**config.mk**
```make
export PLATFORM = sky130hd
export DESIGN_NAME = im_axi_rd_bridge
export DESIGN_NICKNAME = d
export VERILOG_FILES = /design/src/rtl/im_axi_rd_pkg.sv /design/src/rtl/im_axi_rd_wdt.sv /design/src/rtl/im_axi_rd_bridge.sv
export SDC_FILE = /design/constraint.sdc
export NUM_CORES = 1
export LEC_CHECK = 0
export BUFFER_PORTS_ARGS = -buffer_cell sky130_fd_sc_hd__buf_2
export CORE_MARGIN = 10
export CORE_UTILIZATION = 30
export CTS_CLUSTER_DIAMETER = 200
export DETAILED_ROUTE_END_ITERATION = 12
export REMOVE_ABC_BUFFERS = 1
export SLEW_MARGIN = 20
export SYNTH_ARGS = -nofsm -noshare
export SYNTH_HDL_FRONTEND = slang
export SYNTH_SLANG_ARGS = --single-unit
```
**constraint.sdc**
```tcl
create_clock -name clk -period 2.2 [get_ports clk]
set_input_delay 0.22 -clock clk [delete_from_list [all_inputs] [get_ports clk]]
set_output_delay 0.22 -clock clk [all_outputs]
set_load 0.03 [all_outputs]
```
**src/rtl/im_axi_rd_pkg.sv**
```systemverilog
// Shared types and AXI read-response codes for the instruction-memory read bridge.
package im_axi_rd_pkg;

  typedef enum logic [2:0] {
    IDLE  = 3'd0,
    ADDR  = 3'd1,
    DATA  = 3'd2,
    DONE  = 3'd3,
    DRAIN = 3'd4
  } state_t;

  localparam logic [1:0] RESP_OKAY   = 2'b00;
  localparam logic [1:0] RESP_EXOKAY = 2'b01;
  localparam logic [1:0] RESP_SLVERR = 2'b10;
  localparam logic [1:0] RESP_DECERR = 2'b11;

  function automatic logic resp_is_err(input logic [1:0] resp);
    return (resp == RESP_SLVERR) || (resp == RESP_DECERR);
  endfunction

endpackage

```
**src/rtl/im_axi_rd_wdt.sv**
```systemverilog
// Bus-phase watchdog: cleared when a transaction starts, counts while enabled,
// flags expiry on the LIMIT-th counted cycle.
module im_axi_rd_wdt #(
  parameter int LIMIT = 255
) (
  input  logic clk,
  input  logic rst,
  input  logic clear,
  input  logic en,
  output logic expire
);

  localparam int CW = $clog2(LIMIT + 1);

  logic [CW-1:0] cnt;

  always_ff @(posedge clk or negedge rst) begin
    if (!rst) begin
      cnt <= '0;
    end else if (clear) begin
      cnt <= '0;
    end else if (en && (cnt != CW'(LIMIT))) begin
      cnt <= cnt + 1'b1;
    end
  end

  assign expire = en && (cnt == CW'(LIMIT - 1));

endmodule

```
**src/rtl/im_axi_rd_bridge.sv**
```systemverilog
// Turns I-cache refill word requests into single-beat AXI4-Lite reads.
// Optional bus watchdog with drain recovery: define IM_AXI_RD_BRIDGE_TIMEOUT_EN.
module im_axi_rd_bridge
  import im_axi_rd_pkg::*;
#(
  parameter int ADDR_W      = 32,
  parameter int DATA_W      = 32,
  parameter int TIMEOUT_CYC = 255
) (
  input  logic              clk,
  input  logic              rst,
  input  logic              im_enable,
  input  logic [ADDR_W-1:0] im_address,
  output logic              im_ready,
  output logic [DATA_W-1:0] im_rdata,
  output logic              im_err,
  output logic              busy,
  output logic [ADDR_W-1:0] araddr,
  output logic              arvalid,
  input  logic              arready,
  input  logic [DATA_W-1:0] rdata,
  input  logic [1:0]        rresp,
  input  logic              rvalid,
  output logic              rready
);

  state_t state;

  // Word alignment drops the byte offset on purpose.
  logic unused_bits;
  assign unused_bits = ^im_address[1:0];

`ifdef IM_AXI_RD_BRIDGE_TIMEOUT_EN
  logic tmo_hit;
  logic tmo_flag;

  im_axi_rd_wdt #(.LIMIT(TIMEOUT_CYC)) u_wdt (
    .clk    (clk),
    .rst    (rst),
    .clear  ((state == IDLE) && im_enable),
    .en     ((state == ADDR) || (state == DATA)),
    .expire (tmo_hit)
  );
`else
  logic unused_cfg;
  assign unused_cfg = ^TIMEOUT_CYC;
`endif

  assign busy = (state != IDLE);

  always_ff @(posedge clk or negedge rst) begin
    if (!rst) begin
      state    <= IDLE;
      arvalid  <= 1'b0;
      rready   <= 1'b0;
      im_ready <= 1'b0;
      im_err   <= 1'b0;
      araddr   <= '0;
      im_rdata <= '0;
`ifdef IM_AXI_RD_BRIDGE_TIMEOUT_EN
      tmo_flag <= 1'b0;
`endif
    end else begin
      im_ready <= 1'b0;
      case (state)
        IDLE: begin
          if (im_enable) begin
            araddr  <= {im_address[ADDR_W-1:2], 2'b00};
            arvalid <= 1'b1;
            state   <= ADDR;
          end
        end
        ADDR: begin
          if (arready) begin
            arvalid <= 1'b0;
            rready  <= 1'b1;
            state   <= DATA;
          end
`ifdef IM_AXI_RD_BRIDGE_TIMEOUT_EN
          else if (tmo_hit) begin
            // arvalid stays up: the address must still be handed over in DRAIN.
            im_rdata <= '0;
            im_err   <= 1'b1;
            im_ready <= im_enable;
            tmo_flag <= 1'b1;
            state    <= DONE;
          end
`endif
        end
        DATA: begin
          if (rvalid) begin
            rready   <= 1'b0;
            im_rdata <= rdata;
            im_err   <= resp_is_err(rresp);
            im_ready <= im_enable;
            state    <= DONE;
          end
`ifdef IM_AXI_RD_BRIDGE_TIMEOUT_EN
          else if (tmo_hit) begin
            im_rdata <= '0;
            im_err   <= 1'b1;
            im_ready <= im_enable;
            tmo_flag <= 1'b1;
            state    <= DONE;
          end
`endif
        end
        DONE: begin
`ifdef IM_AXI_RD_BRIDGE_TIMEOUT_EN
          if (tmo_flag) begin
            // Late bus handshakes may land here already; carry them into DRAIN.
            if (arvalid && arready) begin
              arvalid <= 1'b0;
              rready  <= 1'b1;
            end else if (rready && rvalid) begin
              rready <= 1'b0;
            end
            state <= DRAIN;
          end else begin
            state <= IDLE;
          end
`else
          state <= IDLE;
`endif
        end
`ifdef IM_AXI_RD_BRIDGE_TIMEOUT_EN
        DRAIN: begin
          if (arvalid) begin
            if (arready) begin
              arvalid <= 1'b0;
              rready  <= 1'b1;
            end
          end else if (rready) begin
            if (rvalid) begin
              rready   <= 1'b0;
              tmo_flag <= 1'b0;
              state    <= IDLE;
            end
          end else begin
            tmo_flag <= 1'b0;
            state    <= IDLE;
          end
        end
`endif
        default: state <= IDLE;
      endcase
    end
  end

endmodule
```
==> flow_metrics.env <==
export IMPL_core_um2=9200
export IMPL_p_leak_nw=2.00
export IMPL_start_kind="flip-flop"
export IMPL_grt_pass1_wl_mm=10.5
export IMPL_crit_fanout=34
export IMPL_postPlaceCellArea_um2=3590
export IMPL_die_w_um=117
export IMPL_n_antenna_cell=0
export IMPL_hpwlAfterDp_mm=4.97
export IMPL_status="finished clean"
export IMPL_hold_path_class="in2reg"
export IMPL_postCtsHoldBufs=1
export IMPL_final_net_count=384
export IMPL_clock_skew_ps=13.6
export IMPL_via_count=1823
export IMPL_finalCriticalPeriod_ps=1740
export IMPL_cts_setup_buffers=0
export IMPL_max_slew_worst_pin_slew_ps=622
export IMPL_powerDensity_nw_per_um2=1730
export IMPL_stdcell_area_um2=3790
export IMPL_synth_cell_types=25
export IMPL_dieArea_um2=13600
export IMPL_gr_total_overflow=0
export IMPL_grt_usage_pct=9.74
export IMPL_synth_seq_cells=68
export IMPL_slew_viol_final=0
export IMPL_syn_area_um2=2810
export IMPL_via_per_inst=4.30
export IMPL_ant_nets=0
export IMPL_worstSetupEndpointType="flip-flop"
export IMPL_clk_latency_ps=330
export IMPL_boundaryPins=140
export IMPL_grt_pass1_vias=2048
export IMPL_finalSetupTns_ps=0
export IMPL_clock_fmax_mhz=576
export IMPL_maxCapViolations=0
export IMPL_synth_warnings=0
export IMPL_synth_cells=167
export IMPL_fillers=883
export IMPL_synthArstFlopShare_pct=100
export IMPL_rsz0062_at_grt="no"
export IMPL_cp_required_ps=2420
export IMPL_gp_congestion=0.718
export IMPL_rows=35
export IMPL_finalHoldViolCount=0
export IMPL_cp_arrival_ps=1960
export IMPL_cts_tree="yes"
export IMPL_finalSetupViolCount=0
export IMPL_wirelength_mm=6.57
export IMPL_seq_area_frac_synth_pct=60.6
export IMPL_cts_resized=0
export IMPL_clk_pin_slew_ps=80
export IMPL_wl_per_cell_um=15.5
export IMPL_area_growth_pct=34.9
export IMPL_grt_max_degree=69
export IMPL_portBuffers=134
export IMPL_first_pass_iters=4
export IMPL_synth_avg_cell_area_um2=16.8
export IMPL_synth_edff_count=0
export IMPL_drtIter0Drc=49
export IMPL_peakVddDrop_v=0.000678
export IMPL_antenna_found_initial=0
export IMPL_root_buffer="clkbuf_8"
export IMPL_clock_sinks=68
export IMPL_path_class="reg2reg"
export IMPL_drive_above_1_share_pct=68.1
export IMPL_die_h_um=117
export IMPL_drcViolationCount=0
export IMPL_initial_core_util_pct=30.6
export IMPL_finalCritPeriodShare_pct=79.0
export IMPL_htree_levels=3
export IMPL_maxSlewHeadroom_pct=58.5
export IMPL_synth_flop_cell="dfrtp_1"
export IMPL_cts_made_buffers=9
export IMPL_cts_buffer_depth=2
## per-stage QoR
stage | worst slack [ps] | std cells | utilization (%) | hold slack, ps | power (mW)
2_1_floorplan | 374 | 160 | - | -75.6 | 4.65
3_3_place_gp | 493 | 407 | 39.0 | 272 | 5.60
3_5_place_dp | 444 | 407 | 39.0 | 281 | 5.66
4_1_cts | 426 | 424 | 41.2 | 79.6 | 6.70
5_1_grt | 277 | 424 | 41.2 | 90.1 | 7.02
6_report | 462 | 424 | 41.2 | 104 | 6.57
## synthesized netlist by cell type, drive strengths merged, types with 2 or more instances
cell / instances / area, µm²
nand2: 3 / 18.8
a21oi: 2 / 10.0
inv: 4 / 15.0
buf: 8 / 63.8
ha: 5 / 62.6
mux2: 64 / 830
dfrtp: 68 / 1700
## flip-flops by register name, indices dropped and copies added (netlist names)
signal	cells
arvalid	1
im_rdata	32
rready	1
state	2
im_ready	1
araddr	30
im_err	1
## where the power goes
group	switching, mW	internal, mW
clock	0.449	0.554
combinational	2.03	1.34
sequential	0.313	1.89
## kinds of logic (layout without fill, tap and decap cells)
kind of cell	Yosys count	count (layout)	synth area share (%)
adder cells (fa/ha/maj)	5	5	2.23
AO/OA/AOI/OAI	5	5	1.42
buffers and inverters	12	157	2.80
other	1	2	0.133
multiplexers	65	65	29.9
AND/OR/NAND/NOR	11	11	2.98
flip-flops	68	68	60.6
## cells in the final DEF, fill, tap and decap left out, drive strengths merged, types with 2 or more instances in the layout
cell    synthesis  routed
a21oi           2       2
buf             8     136
clkbuf          0      12
clkinv          0       3
conb            1       2
dfrtp          68      68
ha              5       5
inv             4       4
mux2           64      64
nand2           3       3
## path summary, 6_finish.rpt
path / to / slack, ps / depth (start not counted) / start
min reg2reg: araddr[7] / 490 / 1 / araddr[7]
max in group asynchronous: araddr[10] / 1440 / 3 / rst
min: araddr[3] / 100 / 2 / im_address[3]
max reg2reg: im_rdata[3] / 460 / 4 / state[0]
min in group asynchronous: araddr[27] / 450 / 3 / rst
max: im_rdata[3] / 460 / 4 / state[0]
## layer usage
metal  share of wire (%)  GRT usage [%]  up-vias
met3                  12           4.79       10
met4                 1.5           3.95        0
met1                  42           12.3      857
li1                    -              -      862
met5                   0              0        -
met2                  44           13.9       94
## critical path: stages, from the launching register on
cell and delay, ps:
dfrtp_1 360, inv_1 100, ha_1 260, nand2_4 470, mux2_2 400
## area by class of cell
class                           instances  area [µm²]  share of cell area [%]
Clock inverter                          4        48.8                    1.29
Timing Repair Buffer                  137         708                    18.7
Tap cell                              111         139                    3.66
Sequential cell                        68        1700                    44.9
Multi-Input combinational cell         88        1030                    27.3
Inverter                                4        15.0                   0.396
Clock buffer                           12         145                    3.83
Power figures use the tool's default switching activity.
